## src/rtl/mem_port_arbiter_if.sv

```systemverilog
// -----------------------------------------------------------------------------
// mem_port_arbiter_if
// Bundles every handshake and bus signal of the memory port arbiter: the
// instruction-fetch requester, the data (load/store) requester and the shared
// single-ported memory.
//   slave  : arbiter view (requests and memory completion in, acks/memory out)
//   master : environment view (drives requests and memory completion)
// -----------------------------------------------------------------------------
interface mem_port_arbiter_if #(
    parameter int ADDR_W = 32,
    parameter int DATA_W = 32
);
    // fetch requester
    logic              if_req_i;
    logic [ADDR_W-1:0] if_addr_i;
    logic              if_flush_i;
    logic              if_ack_o;
    logic [DATA_W-1:0] if_rdata_o;
    // data requester
    logic              d_req_i;
    logic              d_we_i;
    logic [ADDR_W-1:0] d_addr_i;
    logic [DATA_W-1:0] d_wdata_i;
    logic [3:0]        d_wmask_i;
    logic              d_ack_o;
    logic [DATA_W-1:0] d_rdata_o;
    logic              err_o;
    // memory side
    logic              mem_req_o;
    logic              mem_we_o;
    logic [ADDR_W-1:0] mem_addr_o;
    logic [DATA_W-1:0] mem_wdata_o;
    logic [3:0]        mem_wmask_o;
    logic [DATA_W-1:0] mem_rdata_i;
    logic              mem_ready_i;

    modport slave (
        input  if_req_i, if_addr_i, if_flush_i,
        output if_ack_o, if_rdata_o,
        input  d_req_i, d_we_i, d_addr_i, d_wdata_i, d_wmask_i,
        output d_ack_o, d_rdata_o, err_o,
        output mem_req_o, mem_we_o, mem_addr_o, mem_wdata_o, mem_wmask_o,
        input  mem_rdata_i, mem_ready_i
    );

    modport master (
        output if_req_i, if_addr_i, if_flush_i,
        input  if_ack_o, if_rdata_o,
        output d_req_i, d_we_i, d_addr_i, d_wdata_i, d_wmask_i,
        input  d_ack_o, d_rdata_o, err_o,
        input  mem_req_o, mem_we_o, mem_addr_o, mem_wdata_o, mem_wmask_o,
        output mem_rdata_i, mem_ready_i
    );
endinterface

```

## src/rtl/mem_port_arbiter.sv

```systemverilog
// -----------------------------------------------------------------------------
// mem_port_arbiter
// Shares one single-ported memory between the instruction-fetch requester
// (read-only) and the data requester (load/store). Accesses are serialised
// through a req/ready memory handshake and completed with one-cycle acks.
// Data has priority over fetch, limited by a streak guard so a waiting fetch
// is never starved; each access can be aborted by a busy-cycle timeout; a
// fetch flush suppresses the ack of the in-flight fetch.
// Ports:
//   clk_i : clock, rising edge
//   rst_i : asynchronous active-high reset
//   bus   : mem_port_arbiter_if.slave (fetch, data and memory handshakes)
// Parameters:
//   ADDR_W, DATA_W : address / data widths
//   MAX_D_STREAK   : consecutive data grants allowed while a fetch waits (1..15)
//   TIMEOUT        : busy cycles before abort, 0 disables (1..255)
// -----------------------------------------------------------------------------
module mem_port_arbiter #(
    parameter int ADDR_W       = 32,
    parameter int DATA_W       = 32,
    parameter int MAX_D_STREAK = 4,
    parameter int TIMEOUT      = 64
) (
    input  logic                clk_i,
    input  logic                rst_i,
    mem_port_arbiter_if.slave   bus
);

    typedef enum logic [1:0] {
        IDLE  = 2'd0,
        IBUSY = 2'd1,
        DBUSY = 2'd2,
        RESP  = 2'd3
    } state_t;

    localparam logic [3:0] STREAK_MAX = 4'(MAX_D_STREAK);
    // The abort fires in the busy cycle where the counter holds TIMEOUT-1,
    // so mem_req_o is high for exactly TIMEOUT cycles.
    localparam logic [7:0] TOUT_LAST  = 8'(TIMEOUT - 1);
    localparam bit         TOUT_EN    = (TIMEOUT != 0);

    state_t            state_r;
    logic [3:0]        streak_r;
    logic [7:0]        tout_cnt_r;
    logic              flush_r;
    logic              owner_d_r;
    logic              if_ack_r;
    logic              d_ack_r;
    logic              err_r;
    logic              mem_req_r;
    logic              mem_we_r;
    logic [ADDR_W-1:0] mem_addr_r;
    logic [DATA_W-1:0] mem_wdata_r;
    logic [3:0]        mem_wmask_r;
    logic [DATA_W-1:0] if_rdata_r;
    logic [DATA_W-1:0] d_rdata_r;

    logic grant_d_s;
    logic grant_i_s;
    logic timeout_hit_s;
    logic resp_flush_s;
    logic fetch_flushed_s;

    // Arbitration decision, timeout detection and flush gating of the ack cycle.
    always_comb begin
        grant_d_s       = 1'b0;
        grant_i_s       = 1'b0;
        timeout_hit_s   = 1'b0;
        resp_flush_s    = 1'b0;
        fetch_flushed_s = flush_r | bus.if_flush_i;
        if (bus.d_req_i && !((streak_r == STREAK_MAX) && bus.if_req_i)) begin
            grant_d_s = 1'b1;
        end else begin
            grant_i_s = bus.if_req_i;
        end
        if (TOUT_EN && (tout_cnt_r == TOUT_LAST)) begin
            timeout_hit_s = 1'b1;
        end else begin
            timeout_hit_s = 1'b0;
        end
        // A flush arriving in the fetch ack cycle still cancels that ack.
        if ((state_r == RESP) && !owner_d_r && bus.if_flush_i) begin
            resp_flush_s = 1'b1;
        end else begin
            resp_flush_s = 1'b0;
        end
    end

    // Arbiter FSM with registered memory-side outputs, acks and read data.
    always_ff @(posedge clk_i or posedge rst_i) begin
        if (rst_i) begin
            state_r     <= IDLE;
            streak_r    <= 4'd0;
            tout_cnt_r  <= 8'd0;
            flush_r     <= 1'b0;
            owner_d_r   <= 1'b0;
            if_ack_r    <= 1'b0;
            d_ack_r     <= 1'b0;
            err_r       <= 1'b0;
            mem_req_r   <= 1'b0;
            mem_we_r    <= 1'b0;
            mem_addr_r  <= '0;
            mem_wdata_r <= '0;
            mem_wmask_r <= 4'd0;
            if_rdata_r  <= '0;
            d_rdata_r   <= '0;
        end else begin
            case (state_r)
                IDLE: begin
                    flush_r <= 1'b0;
                    if (grant_d_s) begin
                        state_r     <= DBUSY;
                        owner_d_r   <= 1'b1;
                        mem_req_r   <= 1'b1;
                        mem_we_r    <= bus.d_we_i;
                        mem_addr_r  <= bus.d_addr_i;
                        mem_wdata_r <= bus.d_wdata_i;
                        mem_wmask_r <= bus.d_wmask_i;
                        tout_cnt_r  <= 8'd0;
                        // The streak only counts data grants that overtook a waiting fetch.
                        streak_r    <= bus.if_req_i ? (streak_r + 4'd1) : 4'd0;
                    end else if (grant_i_s) begin
                        state_r     <= IBUSY;
                        owner_d_r   <= 1'b0;
                        mem_req_r   <= 1'b1;
                        mem_we_r    <= 1'b0;
                        mem_addr_r  <= bus.if_addr_i;
                        mem_wdata_r <= '0;
                        mem_wmask_r <= 4'd0;
                        tout_cnt_r  <= 8'd0;
                        streak_r    <= 4'd0;
                    end else begin
                        state_r <= IDLE;
                    end
                end
                IBUSY, DBUSY: begin
                    if ((state_r == IBUSY) && bus.if_flush_i) begin
                        flush_r <= 1'b1;
                    end else begin
                        flush_r <= flush_r;
                    end
                    if (bus.mem_ready_i) begin
                        state_r   <= RESP;
                        mem_req_r <= 1'b0;
                        err_r     <= 1'b0;
                        if (owner_d_r) begin
                            d_rdata_r <= bus.mem_rdata_i;
                            d_ack_r   <= 1'b1;
                        end else begin
                            if_rdata_r <= bus.mem_rdata_i;
                            if_ack_r   <= ~fetch_flushed_s;
                        end
                    end else if (timeout_hit_s) begin
                        state_r   <= RESP;
                        mem_req_r <= 1'b0;
                        err_r     <= 1'b1;
                        if (owner_d_r) begin
                            d_rdata_r <= '0;
                            d_ack_r   <= 1'b1;
                        end else begin
                            if_rdata_r <= '0;
                            if_ack_r   <= ~fetch_flushed_s;
                        end
                    end else begin
                        tout_cnt_r <= tout_cnt_r + 8'd1;
                    end
                end
                RESP: begin
                    // Requests are deliberately not sampled here.
                    state_r  <= IDLE;
                    if_ack_r <= 1'b0;
                    d_ack_r  <= 1'b0;
                    err_r    <= 1'b0;
                    flush_r  <= 1'b0;
                end
                default: begin
                    state_r   <= IDLE;
                    if_ack_r  <= 1'b0;
                    d_ack_r   <= 1'b0;
                    err_r     <= 1'b0;
                    flush_r   <= 1'b0;
                    mem_req_r <= 1'b0;
                end
            endcase
        end
    end

    assign bus.mem_req_o   = mem_req_r;
    assign bus.mem_we_o    = mem_we_r;
    assign bus.mem_addr_o  = mem_addr_r;
    assign bus.mem_wdata_o = mem_wdata_r;
    assign bus.mem_wmask_o = mem_wmask_r;
    assign bus.if_rdata_o  = if_rdata_r;
    assign bus.d_rdata_o   = d_rdata_r;
    assign bus.d_ack_o     = d_ack_r;
    assign bus.if_ack_o    = if_ack_r & ~resp_flush_s;
    assign bus.err_o       = err_r & ~resp_flush_s;

endmodule

```

## src/flat_wrapper.sv

```systemverilog
// flat-port wrapper written by rule: the top's interface ports become plain ports
module mem_port_arbiter_flat 
#(
    parameter int ADDR_W       = 32,
    parameter int DATA_W       = 32,
    parameter int MAX_D_STREAK = 4,
    parameter int TIMEOUT      = 64
)
  (clk_i, rst_i, bus_if_req_i, bus_if_addr_i, bus_if_flush_i, bus_if_ack_o, bus_if_rdata_o, bus_d_req_i, bus_d_we_i, bus_d_addr_i, bus_d_wdata_i, bus_d_wmask_i, bus_d_ack_o, bus_d_rdata_o, bus_err_o, bus_mem_req_o, bus_mem_we_o, bus_mem_addr_o, bus_mem_wdata_o, bus_mem_wmask_o, bus_mem_rdata_i, bus_mem_ready_i);
  mem_port_arbiter_if #(.ADDR_W(ADDR_W), .DATA_W(DATA_W)) bus_i ();
  input  logic clk_i;
  input  logic rst_i;
  input wire logic [$bits(bus_i.if_req_i)-1:0] bus_if_req_i;
  input wire logic [$bits(bus_i.if_addr_i)-1:0] bus_if_addr_i;
  input wire logic [$bits(bus_i.if_flush_i)-1:0] bus_if_flush_i;
  output wire logic [$bits(bus_i.if_ack_o)-1:0] bus_if_ack_o;
  output wire logic [$bits(bus_i.if_rdata_o)-1:0] bus_if_rdata_o;
  input wire logic [$bits(bus_i.d_req_i)-1:0] bus_d_req_i;
  input wire logic [$bits(bus_i.d_we_i)-1:0] bus_d_we_i;
  input wire logic [$bits(bus_i.d_addr_i)-1:0] bus_d_addr_i;
  input wire logic [$bits(bus_i.d_wdata_i)-1:0] bus_d_wdata_i;
  input wire logic [$bits(bus_i.d_wmask_i)-1:0] bus_d_wmask_i;
  output wire logic [$bits(bus_i.d_ack_o)-1:0] bus_d_ack_o;
  output wire logic [$bits(bus_i.d_rdata_o)-1:0] bus_d_rdata_o;
  output wire logic [$bits(bus_i.err_o)-1:0] bus_err_o;
  output wire logic [$bits(bus_i.mem_req_o)-1:0] bus_mem_req_o;
  output wire logic [$bits(bus_i.mem_we_o)-1:0] bus_mem_we_o;
  output wire logic [$bits(bus_i.mem_addr_o)-1:0] bus_mem_addr_o;
  output wire logic [$bits(bus_i.mem_wdata_o)-1:0] bus_mem_wdata_o;
  output wire logic [$bits(bus_i.mem_wmask_o)-1:0] bus_mem_wmask_o;
  input wire logic [$bits(bus_i.mem_rdata_i)-1:0] bus_mem_rdata_i;
  input wire logic [$bits(bus_i.mem_ready_i)-1:0] bus_mem_ready_i;
  assign bus_i.if_req_i = bus_if_req_i;
  assign bus_i.if_addr_i = bus_if_addr_i;
  assign bus_i.if_flush_i = bus_if_flush_i;
  assign bus_if_ack_o = bus_i.if_ack_o;
  assign bus_if_rdata_o = bus_i.if_rdata_o;
  assign bus_i.d_req_i = bus_d_req_i;
  assign bus_i.d_we_i = bus_d_we_i;
  assign bus_i.d_addr_i = bus_d_addr_i;
  assign bus_i.d_wdata_i = bus_d_wdata_i;
  assign bus_i.d_wmask_i = bus_d_wmask_i;
  assign bus_d_ack_o = bus_i.d_ack_o;
  assign bus_d_rdata_o = bus_i.d_rdata_o;
  assign bus_err_o = bus_i.err_o;
  assign bus_mem_req_o = bus_i.mem_req_o;
  assign bus_mem_we_o = bus_i.mem_we_o;
  assign bus_mem_addr_o = bus_i.mem_addr_o;
  assign bus_mem_wdata_o = bus_i.mem_wdata_o;
  assign bus_mem_wmask_o = bus_i.mem_wmask_o;
  assign bus_i.mem_rdata_i = bus_mem_rdata_i;
  assign bus_i.mem_ready_i = bus_mem_ready_i;
  mem_port_arbiter #(.ADDR_W(ADDR_W), .DATA_W(DATA_W), .MAX_D_STREAK(MAX_D_STREAK), .TIMEOUT(TIMEOUT)) u_core (.clk_i(clk_i), .rst_i(rst_i), .bus(bus_i));
endmodule
```

## config.mk

```make
export PLATFORM = sky130hd
export DESIGN_NAME = mem_port_arbiter_flat
export DESIGN_NICKNAME = d
export VERILOG_FILES = /design/src/rtl/mem_port_arbiter_if.sv /design/src/rtl/mem_port_arbiter.sv /design/src/flat_wrapper.sv
export SDC_FILE = /design/constraint.sdc
export NUM_CORES = 1
export LEC_CHECK = 0
export ABC_AREA = 1
export CAP_MARGIN = 40
export CORE_UTILIZATION = 40
export DETAILED_ROUTE_END_ITERATION = 7
export PLACE_DENSITY_LB_ADDON = 0.15
export SYNTH_ARGS = -nofsm -noshare
export SYNTH_HDL_FRONTEND = slang
export SYNTH_SLANG_ARGS = --single-unit
```

## constraint.sdc

```tcl
create_clock -name clk_i -period 4.82 [get_ports clk_i]
set_input_delay 0.723 -clock clk_i [delete_from_list [all_inputs] [get_ports clk_i]]
set_output_delay 0.723 -clock clk_i [all_outputs]
set_load 0.01 [all_outputs]
```

* After elaboration in Yosys (flattened, before gate mapping) *
Index checks and enable logic that the tools add are counted.

storage, ports and cells
  bits in read-only memories = 0
  bits in writable memories = 0
  bits in latches = 0
  input bits = 139
  flip-flop bits (word level) = 153
  output and inout bits = 137
  memories kept = 0

operators by class
  divide/modulo/power cells = 0
  equality and inequality tests = 10
  reductions and logical operators = 20
  muxes and demuxes = 51
  bitwise operators = 6
  order comparisons = 0
  add/sub/neg operators = 2
  $mul = 0
  shift-type cells = 0

operators by type and width
  kind                 count
  $mux 32              12
  $mux 8               4
  $mux 1               21
  $mux 4               4
  $pmux 8 s2           1
  $pmux 1 s2           5
  $reduce_and 3->1     3
  $add 8x1->8 const B  1
  $eq 8x6->1 const B   1
  $reduce_bool 2->1    4
  $mux 2               3
  $pmux 2 s3           1
  $logic_and 1x1->1    5
  $add 4x1->4 const B  1
  $eq 2x2->1 const B   2
  $eq 4x3->1 const B   1
  $ne 2x2->1 const B   2
  $reduce_and 2->1     2
  $reduce_and 4->1     1
  $reduce_or 2->1      2
  $ne 3x1->1 const B   1
  $ne 3x2->1 const B   1
  $not 1->1            3
  $and 1x1->1          2
  other kinds (5)      6

* Logic depth before layout (Yosys ltp) *
Gate-level depths: netlist of the first run.

  depth after elaboration = 8
  mapped depth = 9
  mapped depth without buffers = 9

* Least setup slack after synthesis of the first run *
Ideal clock, no wire load.

  path kind = input to output
  start = in bus_if_flush_i
  end = out bus_err_o
  arrival = 0.976 ns
  stages on the path = 3
  path slack = 3.121 ns
  cells stage by stage = nand2_1 nor2_1 nor2_1

between the ends
  word-level cells in the longest chain between the ends = 4

RTL lines
  what               line                     RTL
  from (decl)        flat_wrapper.sv:15       input wire logic [$bits(bus_i.if_flush_i)-1:0] bus_if_flush_i;
  $logic_and 1x1->1  mem_port_arbiter.sv:82   if ((state_r == RESP) && !owner_d_r && bus.if_flush_i) begin
  $mux 1             mem_port_arbiter.sv:82
  $not 1->1          mem_port_arbiter.sv:197  assign bus.err_o = err_r & ~resp_flush_s;
  $and 1x1->1        mem_port_arbiter.sv:197
  to (decl)          flat_wrapper.sv:25       output wire logic [$bits(bus_i.err_o)-1:0] bus_err_o;

Every way passes these cells.

* Final worst setup path of the first run *
  start = reg u_core.owner_d_r
  end = out bus_err_o

between the ends
  word-level cells in the longest chain between the ends = 6

RTL lines
  what                             line                     RTL
  from (decl)                      mem_port_arbiter.sv:46   logic owner_d_r;
  from (signal assigned)           mem_port_arbiter.sv:96   owner_d_r <= 1'b0;
  from (signal assigned)           mem_port_arbiter.sv:113  owner_d_r <= 1'b1;
  from (signal assigned)           mem_port_arbiter.sv:124  owner_d_r <= 1'b0;
  $logic_not 1->1                  mem_port_arbiter.sv:82
  $logic_and 1x1->1 (2 in series)  mem_port_arbiter.sv:82
  $mux 1                           mem_port_arbiter.sv:82
  $not 1->1                        mem_port_arbiter.sv:197
  $and 1x1->1                      mem_port_arbiter.sv:197

Every way passes these cells.

==> results of run 1 <==
-- cells by family after synthesis --
group                    share of synthesized area [%]
AND/OR/NAND/NOR                                   35.6
buffers and inverters                             7.23
adder cells (fa/ha/maj)                           1.59
XOR/XNOR                                         0.248
flip-flops                                        54.1
AO/OA/AOI/OAI                                     1.20
-- flip-flops by register name, summed over array words and instances, names as in the netlist, 2 cells and up --
name                    cells
u_core.streak_r             4
u_core.bus.mem_addr_o      32
u_core.tout_cnt_r           8
u_core.bus.d_rdata_o       32
u_core.bus.mem_wdata_o     32
u_core.state_r              2
u_core.bus.mem_wmask_o      4
u_core.bus.if_rdata_o      32
-- layer usage --
layer  global-route usage, %  up-vias  wire length [um]  share of wire, %
met1                    28.0     2961              8370                43
li1                        -     3250                 -                 -
met5                       0        -                 0                 0
met2                    34.7      247              8930                46
met3                    8.03       29              1690               8.8
met4                    6.80        0               330               1.7
-- where the power goes --
part	total, W	internal, W	switching [W]
clock	0.00133	0.000734	0.000593
combinational	0.00299	0.00140	0.00158
sequential	0.00214	0.00183	0.000307
total	0.00645	0.00397	0.00248
-- per-stage QoR --
stage	cells	area, um^2
2_1_floorplan	859	7080
3_3_place_gp	1312	9890
3_5_place_dp	1316	9990
4_1_cts	1348	10600
5_1_grt	1348	10600
6_report	1348	10600
-- final timing paths --
path,start,end,slack [ns]
worst min register to register,u_core.bus.d_rdata_o[0]$_DFFE_PP0P_,u_core.bus.d_rdata_o[0]$_DFFE_PP0P_,0.47
min in group asynchronous,rst_i,u_core.bus.if_rdata_o[7]$_DFFE_PP0P_,0.61
max in group asynchronous,rst_i,u_core.bus.mem_wdata_o[22]$_DFFE_PP0P_,3.23
worst max register to register,u_core.state_r[0]$_DFFE_PP0P_,u_core.bus.if_rdata_o[0]$_DFFE_PP0P_,2.42
worst min-delay path,u_core.bus.d_rdata_o[0]$_DFFE_PP0P_,u_core.bus.d_rdata_o[0]$_DFFE_PP0P_,0.47
worst max-delay path,u_core.owner_d_r$_DFFE_PP0P_,bus_err_o,2.13
-- cells in the final DEF, fill, tap and decap left out, types with 8 or more instances in the layout --
cell / Yosys / routed
inv_1: 57 / 56
ha_1: 9 / 8
nand4_1: 68 / 68
inv_6: 0 / 8
nor2_1: 16 / 16
nand2_1: 357 / 357
o21ai_0: 16 / 16
clkdlybuf4s50_1: 0 / 274
clkbuf_16: 0 / 17
nand3_1: 81 / 81
or2_2: 33 / 33
dfrtp_1: 153 / 153
-- tightest hold or removal path, stage by stage (launching register included) --
cell     delay (ns)
dfrtp_1        0.34
nand2_1        0.05
nand2_1        0.05
-- area by class of cell --
cell class              instances  area, um^2
clock buffers                  17         425
multi-input cells             592        2740
repair buffers                287        2920
flip-flops and latches        153        3830
inverters                      59         225
clock inverters                15         155
fillers                      1560        6730
well taps                     225         282
==> reports/results.tsv, run 1 <==
stage	metric	value	unit
pwr	p_per_area	611	mW/mm^2
worst_setup_path	required	4.10	ns
cells_and_area	fin_util	61.1	%
cells_and_area	area_delta_synth_final	49.4	%
synthesis	syn_nets	1007	
place	hpwl	13.3	mm
routing	drtIter0Drc	298	
sta	final.setup.worst_slack	2.13	ns
sta	setup_tns	0	ns
clocking	htreeDepth	4	
place	portBuffers	275	
sta	finalHoldViolations	0	
worst_setup_path	critPathCaptureType	output pin	
clocking	cts.sinks	153	
synthesis	synthArstFlopShare	100	%
place	place.gp.congestion	0.790	
synthesis	synth-seq-cells	153	
worst_setup_path	worstRegToRegCells	6	
clocking	ctsHoldBuffers	0	
synthesis	synth_top_area_share	54.1	%
routing	totalWireLength	19.3	mm
min_path	min_path_type	register to register	
sta	clock.fmax	0.372	GHz
synthesis	syn_area	0.00708	mm^2
global_route	grt_pass1_wl	31.2	mm
worst_setup_path	worst-path-max-fanout	37	
global_route	antenna_found_initial	0	
worst_setup_path	path_depth	4	
routing	via_count	6487	
place	dp_worst_setup_slack	1.84	ns
clocking	post-cts-setup-buffers	0	
worst_setup_path	start_kind	register	
pwr	p_leak	5.20	nW
die	die_h	135	um
sta	rsz0062_at_grt	no	
clocking	insertion_delay	0.43	ns
die	start_util	40.9	%
routing	route.detailed.drc	0	
global_route	grt_pass1_vias	6090	
pwr	total_power	0.00645	W
worst_setup_path	critPathTopFamily	buffers and inverters	
clocking	cts-root-buf	clkbuf_16	
run_status	status	complete, no violations	
die	core_area	0.0173	mm^2
worst_setup_path	critPathArrivalTime	1.97	ns
synthesis	ys_seq_area_share	54.1	%
worst_setup_path	crit_top_cell	nor2_1	
sta	period_minus_slack	2.69	ns
sta	hold-worst-slack	0.470	ns
die	dieArea	0.0182	mm^2
worst_setup_path	slowest_delay	0.54	ns
sta	setup_viol	0	
global_route	track_usage	22.0	%
die	io_pins	276	
sta	fin_crit_sh	55.8	%
clocking	ctsResizeCount	0	
synthesis	synth_common_cells	nand2_1 (357), dfrtp_1 (153), nand3_1 (81), nand4_1 (68), inv_1 (57)	
sta	slew_headroom	50.6	%
routing	wire_per_inst	14.3	um
synthesis	syn_inst	859	
routing	antenna_left	0	
routing	drt_pass1_iterations	5	
cells_and_area	nets	1258	
cells_and_area	drive_above_1_share	8.01	%
cells_and_area	insertedDiodeCount	0	
min_path	holdPathStages	2	
pwr	ir_drop	317	uV
routing	viasPerCell	4.81	
synthesis	syn_area_per_cell	8.24	um^2
synthesis	synthTopCellsByArea	dfrtp_1 (54%), nand2_1 (19%), nand4_1 (6.0%)	
job	maxCapViolCount	0	
synthesis	synth_most_common_cell	nand2_1	
synthesis	ys.flop_type	dfrtp_1	
synthesis	synth_top_cell_by_area	dfrtp_1	
worst_setup_path	critical_path.slowest_cell	clkdlybuf4s50_1	
worst_setup_path	crit_chain	buf_4 > nor2_1 > nor2_1 > clkdlybuf4s50_1	
synthesis	synth_edf_count	0	
worst_setup_path	crit_type	register to output pin	
worst_setup_path	cp.buffers_inverters	2	
sta	fin_worst_skew	0.0108	ns
global_route	overflow	0	
synthesis	netlist-cell-type-count	23	
clocking	ctsLongestPathBuffers	2	
die	fp-row-count	48	
sta	slew_viol_final	0	
clocking	cts_tree	yes	
global_route	grt_max_degree	89	
clocking	cts.clk_slew.worst_paths	0.06	ns
die	die_x	135	um
clocking	numCtsBuffers	17	
synthesis	yosysWarnings	0	
sta	worst_slew_pin_slew	0.741	ns
No activity file was read; power rests on OpenSTA's default activity.
==> run 2, diff against run 1 <==
- clock period: 4.82 -> 2.2 ns (I/O delays scaled with it)
==> reports/results.tsv, run 2 (synthesis results as in run 1) <==
stage	metric	value	unit
run_status	status	complete, no violations	
pwr	total_power	0.0142	W
cells_and_area	multi_input_area	0.00274	mm^2
die	die_h	135	um
cells_and_area	final_area	0.0106	mm^2
place	hpwl	13.7	mm
routing	drt_pass1_iterations	4	
worst_setup_path	crit_type	register to register	
global_route	antenna_found_initial	0	
routing	via_count	6500	
global_route	grt_pass1_wl	32.5	mm
min_path	min_path_type	input port to asynchronous set/reset pin	
job	maxCapViolCount	0	
sta	finalHoldViolations	0	
clocking	cts_tree	yes	
die	dieArea	0.0182	mm^2
global_route	overflow	0	
cells_and_area	insertedDiodeCount	0	
worst_setup_path	required	2.51	ns
sta	period_minus_slack	1.92	ns
clocking	cts.clk_slew.worst_paths	0.06	ns
global_route	grt_max_degree	65	
die	start_util	40.9	%
pwr	p_leak	5.23	nW
sta	rsz0062_at_grt	no	
clocking	htreeDepth	4	
sta	slew_viol_final	0	
routing	antenna_left	0	
worst_setup_path	start_kind	register	
routing	wire_per_inst	14.6	um
sta	worst_slew_pin_slew	0.638	ns
clocking	ctsLongestPathBuffers	2	
worst_setup_path	critPathArrivalTime	2.23	ns
cells_and_area	layout_commonest_cell	nand2_1	
global_route	track_usage	22.7	%
cells_and_area	nets	1263	
die	fp-row-count	48	
clocking	cts-root-buf	clkbuf_16	
cells_and_area	layout_common_cells	nand2_1 (357), clkdlybuf4s50_1 (272), dfrtp_1 (153), nand3_1 (81), nand4_1 (68)	
sta	fin_crit_sh	87.1	%
cells_and_area	drive_above_1_share	8.24	%
cells_and_area	area_delta_synth_final	49.9	%
place	portBuffers	275	
pwr	p_per_area	1340	mW/mm^2
sta	clock.fmax	0.522	GHz
clocking	post-cts-setup-buffers	0	
global_route	grt_pass1_vias	6340	
place	placed_cell_area	0.0100	mm^2
pwr	ir_drop	665	uV
cells_and_area	fillers	1556	
routing	route.detailed.drc	0	
die	die_x	135	um
clocking	cts.sinks	153	
place	place_inst	1321	
clocking	insertion_delay	0.43	ns
die	io_pins	276	
cells_and_area	final_cells	1353	
die	core_area	0.0173	mm^2
place	place.gp.congestion	0.796	
sta	setup_viol	0	
worst_setup_path	critPathCaptureType	register	
clocking	numCtsBuffers	17	
routing	drtIter0Drc	333	
sta	slew_headroom	57.4	%
sta	fin_worst_skew	0.0114	ns
worst_setup_path	worst-path-max-fanout	32	
cells_and_area	regArea	0.00383	mm^2
routing	viasPerCell	4.80	
routing	totalWireLength	19.7	mm
[run 2: cell count changes in the layout (fill, tap and decap cells not counted)]
cell | previous run | this run
inv_8 | 3 | 0
clkbuf_1 | 0 | 2
inv_6 | 8 | 3
buf_16 | 2 | 0
buf_4 | 7 | 11
clkinvlp_4 | 2 | 7
clkdlybuf4s50_1 | 274 | 272
bufinv_16 | 1 | 2
buf_12 | 3 | 6
dlymetal6s2s_1 | 0 | 2
[run 2: final timing paths]
| path | cells after the start | end | startpoint | slack (ns) |
|---|---|---|---|---|
| setup / recovery | 6 | u_core.bus.d_rdata_o[15]$_DFFE_PP0P_ | u_core.state_r[0]$_DFFE_PP0P_ | 0.28 |
| hold / removal | 2 | u_core.state_r[0]$_DFFE_PP0P_ | rst_i | 0.19 |
| setup reg to reg | 6 | u_core.bus.d_rdata_o[15]$_DFFE_PP0P_ | u_core.state_r[0]$_DFFE_PP0P_ | 0.28 |
| hold reg to reg | 2 | u_core.bus.if_rdata_o[0]$_DFFE_PP0P_ | u_core.bus.if_rdata_o[0]$_DFFE_PP0P_ | 0.47 |
| max in group asynchronous | 3 | u_core.bus.mem_wdata_o[31]$_DFFE_PP0P_ | rst_i | 1.40 |
| min in group clk_i | 4 | u_core.err_r$_DFFE_PP0P_ | bus_mem_ready_i | 0.25 |
[run 2: per-layer routing]
layer / up-vias / global-route usage [%] / wire [um]
met4: 0 / 7.68 / 317
met3: 28 / 7.47 / 1760
met5: - / 0 / 0
met1: 2974 / 29.6 / 8510
li1: 3252 / - / -
met2: 246 / 35.5 / 9100
[run 2: layout make-up]
class                   instances  share of cell area, %
clock inverters                13                   1.37
inverters                      59                   2.12
flip-flops and latches        153                   36.1
clock buffers                  19                   4.08
well taps                     225                   2.65
repair buffers                292                   27.9
multi-input cells             592                   25.8
[run 2: critical path, cell delays in order, from the launching register on]
cell	delay, ns
dfrtp_1	0.42
inv_1	0.11
ha_2	0.39
buf_4	0.27
nand3_4	0.37
nand2_1	0.18
nand2_1	0.06
[run 2: report_power, final]
group / internal, W / total, W / leakage [nW] / switching (W)
logic: 0.00311 / 0.00659 / 3.03 / 0.00348
clock network: 0.00168 / 0.00288 / 0.263 / 0.00121
registers: 0.00402 / 0.00471 / 1.94 / 0.000690
total: 0.00881 / 0.0142 / 5.23 / 0.00538
[run 2: repair_timing]
action | CTS | global route
hold buffers | 0 | 0
setup endpoints to repair | 0 | 2
resized for setup | 0 | 2
[run 2: through the flow]
step                util (%)  setup WS (ns)  setup TNS [ns]  hold slack, ns
finish                  61.3          0.284               0           0.186
global route            61.3         0.0747               0           0.188
CTS                     61.3        0.00731               0           0.174
detailed placement      57.9          0.243               0           0.457
global placement        57.9          0.297               0           0.453
floorplan                  -        -0.0609           -9.32           0.442
==> run 3, diff against run 2 <==
==> constraint.sdc (replaced) <==
create_clock -name clk_i -period 2.2 [get_ports clk_i]
set_input_delay 0.33 -clock clk_i [delete_from_list [all_inputs] [get_ports clk_i]]
set_output_delay 0.33 -clock clk_i [all_outputs]
set_load 0.02 [all_outputs]
==> reports/results.tsv, run 3 (synthesis results as in run 1) <==
stage	metric	value	unit
sta	slew_headroom	56.8	%
pwr	p_per_area	1430	mW/mm^2
clocking	numCtsBuffers	17	
routing	drt_pass1_iterations	5	
pwr	p_int	0.00903	W
pwr	p_clk_share	20.0	%
clocking	cts.sinks	153	
sta	worst_slew_pin_slew	0.648	ns
sta	slew_viol_final	0	
global_route	met2_usage	35.1	%
die	die_h	135	um
die	io_pins	276	
clocking	post-cts-setup-buffers	0	
clocking	cts_tree	yes	
cells_and_area	fillers	1554	
die	fp-row-count	48	
clocking	insertion_delay	0.42	ns
job	maxCapViolCount	0	
routing	viasPerCell	4.83	
pwr	p_leak	5.23	nW
sta	setup_tns	0	ns
cells_and_area	drive_above_1_share	8.10	%
worst_setup_path	crit_start	u_core.state_r[0]$_DFFE_PP0P_	
global_route	overflow	0	
pwr	p_seq_share	31.0	%
min_path	min_path_type	input port to register	
worst_setup_path	required	2.50	ns
cells_and_area	regArea	0.00383	mm^2
worst_setup_path	worstRegToRegCells	6	
worst_setup_path	r2r_setup_slack	0.17	ns
cells_and_area	insertedDiodeCount	0	
global_route	track_usage	22.1	%
global_route	busiest_layer	met2	
clocking	cts.clk_slew.worst_paths	0.06	ns
cells_and_area	final_area	0.0106	mm^2
sta	rsz0062_at_grt	yes	
pwr	power_switching	0.00620	W
routing	via_count	6518	
place	hpwl	13.2	mm
routing	route.detailed.drc	0	
sta	fin_crit_sh	92.1	%
worst_setup_path	crit_type	register to register	
routing	totalWireLength	19.6	mm
die	dieArea	0.0182	mm^2
sta	clock.fmax	0.493	GHz
run_status	status	complete, no violations	
global_route	grt_max_degree	72	
pwr	p_comb_share	49.1	%
sta	fin_worst_skew	0.0116	ns
global_route	use_met1	28.6	%
sta	setup_viol	0	
worst_setup_path	worst-path-max-fanout	68	
cells_and_area	layout_common_cells	nand2_1 (357), clkdlybuf4s50_1 (272), dfrtp_1 (153), nand3_1 (81), nand4_1 (68)	
worst_setup_path	critPathCaptureType	register	
die	die_x	135	um
clocking	ctsLongestPathBuffers	2	
place	placed_cell_area	0.0100	mm^2
routing	drtIter0Drc	433	
place	place.gp.congestion	0.797	
cells_and_area	multi_input_area	0.00275	mm^2
worst_setup_path	critPathArrivalTime	2.33	ns
worst_setup_path	r2r-start	u_core.state_r[0]$_DFFE_PP0P_	
routing	wire_per_inst	14.5	um
global_route	grtUsageMet3	7.24	%
pwr	p_sw_share	40.7	%
cells_and_area	nets	1261	
sta	period_minus_slack	2.03	ns
global_route	grt_pass1_vias	6332	
worst_setup_path	crit_end	u_core.bus.if_rdata_o[19]$_DFFE_PP0P_	
worst_setup_path	start_kind	register	
global_route	grt_pass1_wl	31.9	mm
worst_setup_path	worstReg2RegEnd	u_core.bus.if_rdata_o[19]$_DFFE_PP0P_	
die	start_util	40.9	%
clocking	htreeDepth	4	
cells_and_area	layout_commonest_cell	nand2_1	
clocking	cts-root-buf	clkbuf_16	
place	portBuffers	275	
pwr	ir_drop	752	uV
global_route	antenna_found_initial	0	
cells_and_area	area_delta_synth_final	50.4	%
die	core_area	0.0173	mm^2
routing	antenna_left	0	
sta	finalHoldViolations	0	
cells_and_area	fin_util	61.5	%
==> run 3: cell types whose count changed in the layout (fill, tap and decap cells not counted), moves of 2 or more <==
cell	change
dlymetal6s2s_1	-2
dlygate4sd2_1	+2
buf_12	+2
clkinvlp_4	-3
bufinv_16	+2
buf_4	-5
inv_6	-3
clkinv_2	+3
clkbuf_1	-2
==> run 3: per-layer routing <==
metal / part of all wire (%) / up-vias
li1: - / 3254
met1: 44 / 3004
met2: 46 / 239
met3: 8.9 / 21
met4: 1.2 / 0
met5: 0 / -
==> run 3: final cells by class <==
cell class | instances | area share (%)
inverters | 59 | 2.12
well taps | 225 | 2.65
repair buffers | 289 | 27.7
clock buffers | 17 | 4.00
flip-flops and latches | 153 | 36.0
multi-input cells | 593 | 25.8
clock inverters | 13 | 1.69
==> run 3: worst max-delay path, stage by stage (launching register included) <==
cell,delay (ns)
dfrtp_1,0.42
inv_1,0.10
ha_2,0.43
buf_12,0.30
nand3_2,0.40
nand2_1,0.18
nand2_1,0.06
==> run 3: worst min-delay path by stage <==
stage                                                from                                     to  cells past startpoint
floorplan                     u_core.if_ack_r$_DFFE_PP0P_            u_core.if_ack_r$_DFFE_PP0P_                      2
global placement    u_core.bus.if_rdata_o[20]$_DFFE_PP0P_  u_core.bus.if_rdata_o[20]$_DFFE_PP0P_                      2
detailed placement    u_core.bus.d_rdata_o[1]$_DFFE_PP0P_    u_core.bus.d_rdata_o[1]$_DFFE_PP0P_                      2
CTS                                       bus_mem_ready_i               u_core.err_r$_DFFE_PP0P_                      4
global route                              bus_mem_ready_i               u_core.err_r$_DFFE_PP0P_                      4
finish                                    bus_mem_ready_i               u_core.err_r$_DFFE_PP0P_                      4
==> run 3: stage by stage <==
step | setup WS [ns] | power (W) | std cells | hold slack [ns]
4_1_cts | 0.167 | 0.0153 | 1348 | 0.255
3_3_place_gp | 0.195 | 0.0121 | 1318 | 0.452
2_1_floorplan | -0.0609 | 0.00888 | 859 | 0.442
5_1_grt | -0.00536 | 0.0163 | 1349 | 0.307
6_report | 0.173 | 0.0152 | 1349 | 0.266
3_5_place_dp | 0.183 | 0.0122 | 1318 | 0.457
==> run 3: repair_timing <==
action | CTS | global route
resized for setup | 2 | 0
hold buffers | 0 | 0
endpoints found under the setup margin | 2 | 3
pin swaps | 0 | 1
gates cloned | 0 | 1
==> run 3: power groups by stage <==
stage                     registers [W]  clock network (W)  logic (W)
after floorplan                 0.00601                  0    0.00288
after global placement          0.00472                  0    0.00743
after detailed placement        0.00472                  0    0.00753
after CTS                       0.00472            0.00310    0.00753
after global routing            0.00486            0.00323    0.00819
final                           0.00471            0.00304    0.00747
==> patch (flow settings as in run 3) <==
The 4 states of `state_t` get a one-hot encoding in 4 bits.
--- a/src/rtl/mem_port_arbiter.sv
+++ b/src/rtl/mem_port_arbiter.sv
@@ -27,9 +27,9 @@
 );
 
-    typedef enum logic [1:0] {
-        IDLE  = 2'd0,
-        IBUSY = 2'd1,
-        DBUSY = 2'd2,
-        RESP  = 2'd3
+    typedef enum logic [3:0] {
+        IDLE  = 4'b0001,
+        IBUSY = 4'b0010,
+        DBUSY = 4'b0100,
+        RESP  = 4'b1000
     } state_t;
 
Formal check against the unedited RTL: no difference found for any inputs over 4 cycles, from zero or initial values and one cycle with rst_i high; so few cycles prove little.
==> patch against run 3 <==
  * Sequential power decreased by 2%
  * Die area decreased by 4.6%
  * Final area down 3.4%
  * Count of clock-buffer cells in the layout is the same
  * Critical path depth increased by 1
  * Area after synthesis down 4.7%
  * Via count down 13%
  * Routed wire length is 12% lower
  * Clock power is 2% lower
  * Sequential cell count up 2
  * Power shrank 8.2%
  * Worst hold slack worse by 0.046 ns
  * Setup slack got worse by 0.016 ns
==> patch: results (changes against run 3) <==
- CP startpoint: u_core.state_r[1]$_DFFE_PP0P_ (was u_core.state_r[0]$_DFFE_PP0P_)
- Sequential power share: 0.330 (was 0.310)
- Outcome: finished, final reports clean (unchanged)
- Combinational share of power: 0.455 (was 0.491)
- Synthesized instance count: 710 (was 859)
- Hold slack final: 0.220 ns (was 0.266 ns)
- Setup WS pre-CTS: 0.218 ns (was 0.183 ns)
- Synth Area in Adders: 0.00557 (was 0.0159)
- Routed WL: 17.3 mm (was 19.6 mm)
- Crit-path slowest cell: dfrtp_1 (was ha_2)
- Largest net degree at the start of global routing: 85 (was 72)
- Seq/Total Area, Yosys: 0.575 (was 0.541)
- Post-synthesis xor/xnor area fraction: 0.00519 (was 0.00248)
- Cells on worst reg2reg path: 9 (was 6)
- Synth area leaders: dfrtp_1 (57%), nand2_1 (12%), o21ai_0 (4.9%) (was dfrtp_1 (54%), nand2_1 (19%), nand4_1 (6.0%))
- Global-route wire length before repair: 28.6 mm (was 31.9 mm)
- Clk_skew: 0.0152 ns (was 0.0116 ns)
- Met1 usage: 0.260 (was 0.286)
- Via count: 5674 (was 6518)
- GPL Wtd Cong: 0.806 (was 0.797)
- Starting DRT DRC Count: 303 (was 433)
- Critical path data arrival time: 1.71 ns (was 2.33 ns)
- Worst R2R Setup Slack: 0.36 ns (was 0.17 ns)
- Sequential group power: 0.00462 W (was 0.00471 W)
- Number of global-route vias before repair: 5402 (was 6332)
- Worst-path fanout max: 3 (was 68)
- Share of layout cells above drive strength 1: 0.0938 (was 0.0810)
- Final HPWL DP: 12.4 mm (was 13.2 mm)
- Vias per inst: 4.69 (was 4.83)
- Leak: 4.68 nW (was 5.23 nW)
- Post-synth net total: 852 (was 1007)
## patch: changes by cell type after synthesis, moves of 33 or more
cell,run 3,this run
nand3_1,81,15
or2_2,33,0
o21ai_1,0,34
o21ai_0,16,66
nand4_1,68,3
nand2_1,357,216
a22o_1,0,37
## patch: final cells by class
class	count	area (um2)
clock buffer	17	425
clock inverter	15	180
fill	1439	6250
inverter	65	248
multi-input combinational	451	2330
sequential	155	3880
tap	220	275
timing repair buffer	288	2940
## patch: worst max-delay path by stage
stage,slack [ns],to,cells past startpoint
after floorplan,-0.09,u_core.bus.d_ack_o$_DFFE_PP0P_,1
after global placement,0.23,bus_if_ack_o,7
after detailed placement,0.22,bus_err_o,7
after CTS,0.13,bus_err_o,7
after global routing,-0.007,bus_err_o,7
final,0.16,bus_err_o,7
## patch: per-layer routing
| layer | share of wire | vias up |
|---|---|---|
| met2 | 0.47 | 208 |
| met3 | 0.087 | 13 |
| met5 | 0 | - |
| met1 | 0.43 | 2603 |
| li1 | - | 2850 |
| met4 | 0.013 | 0 |
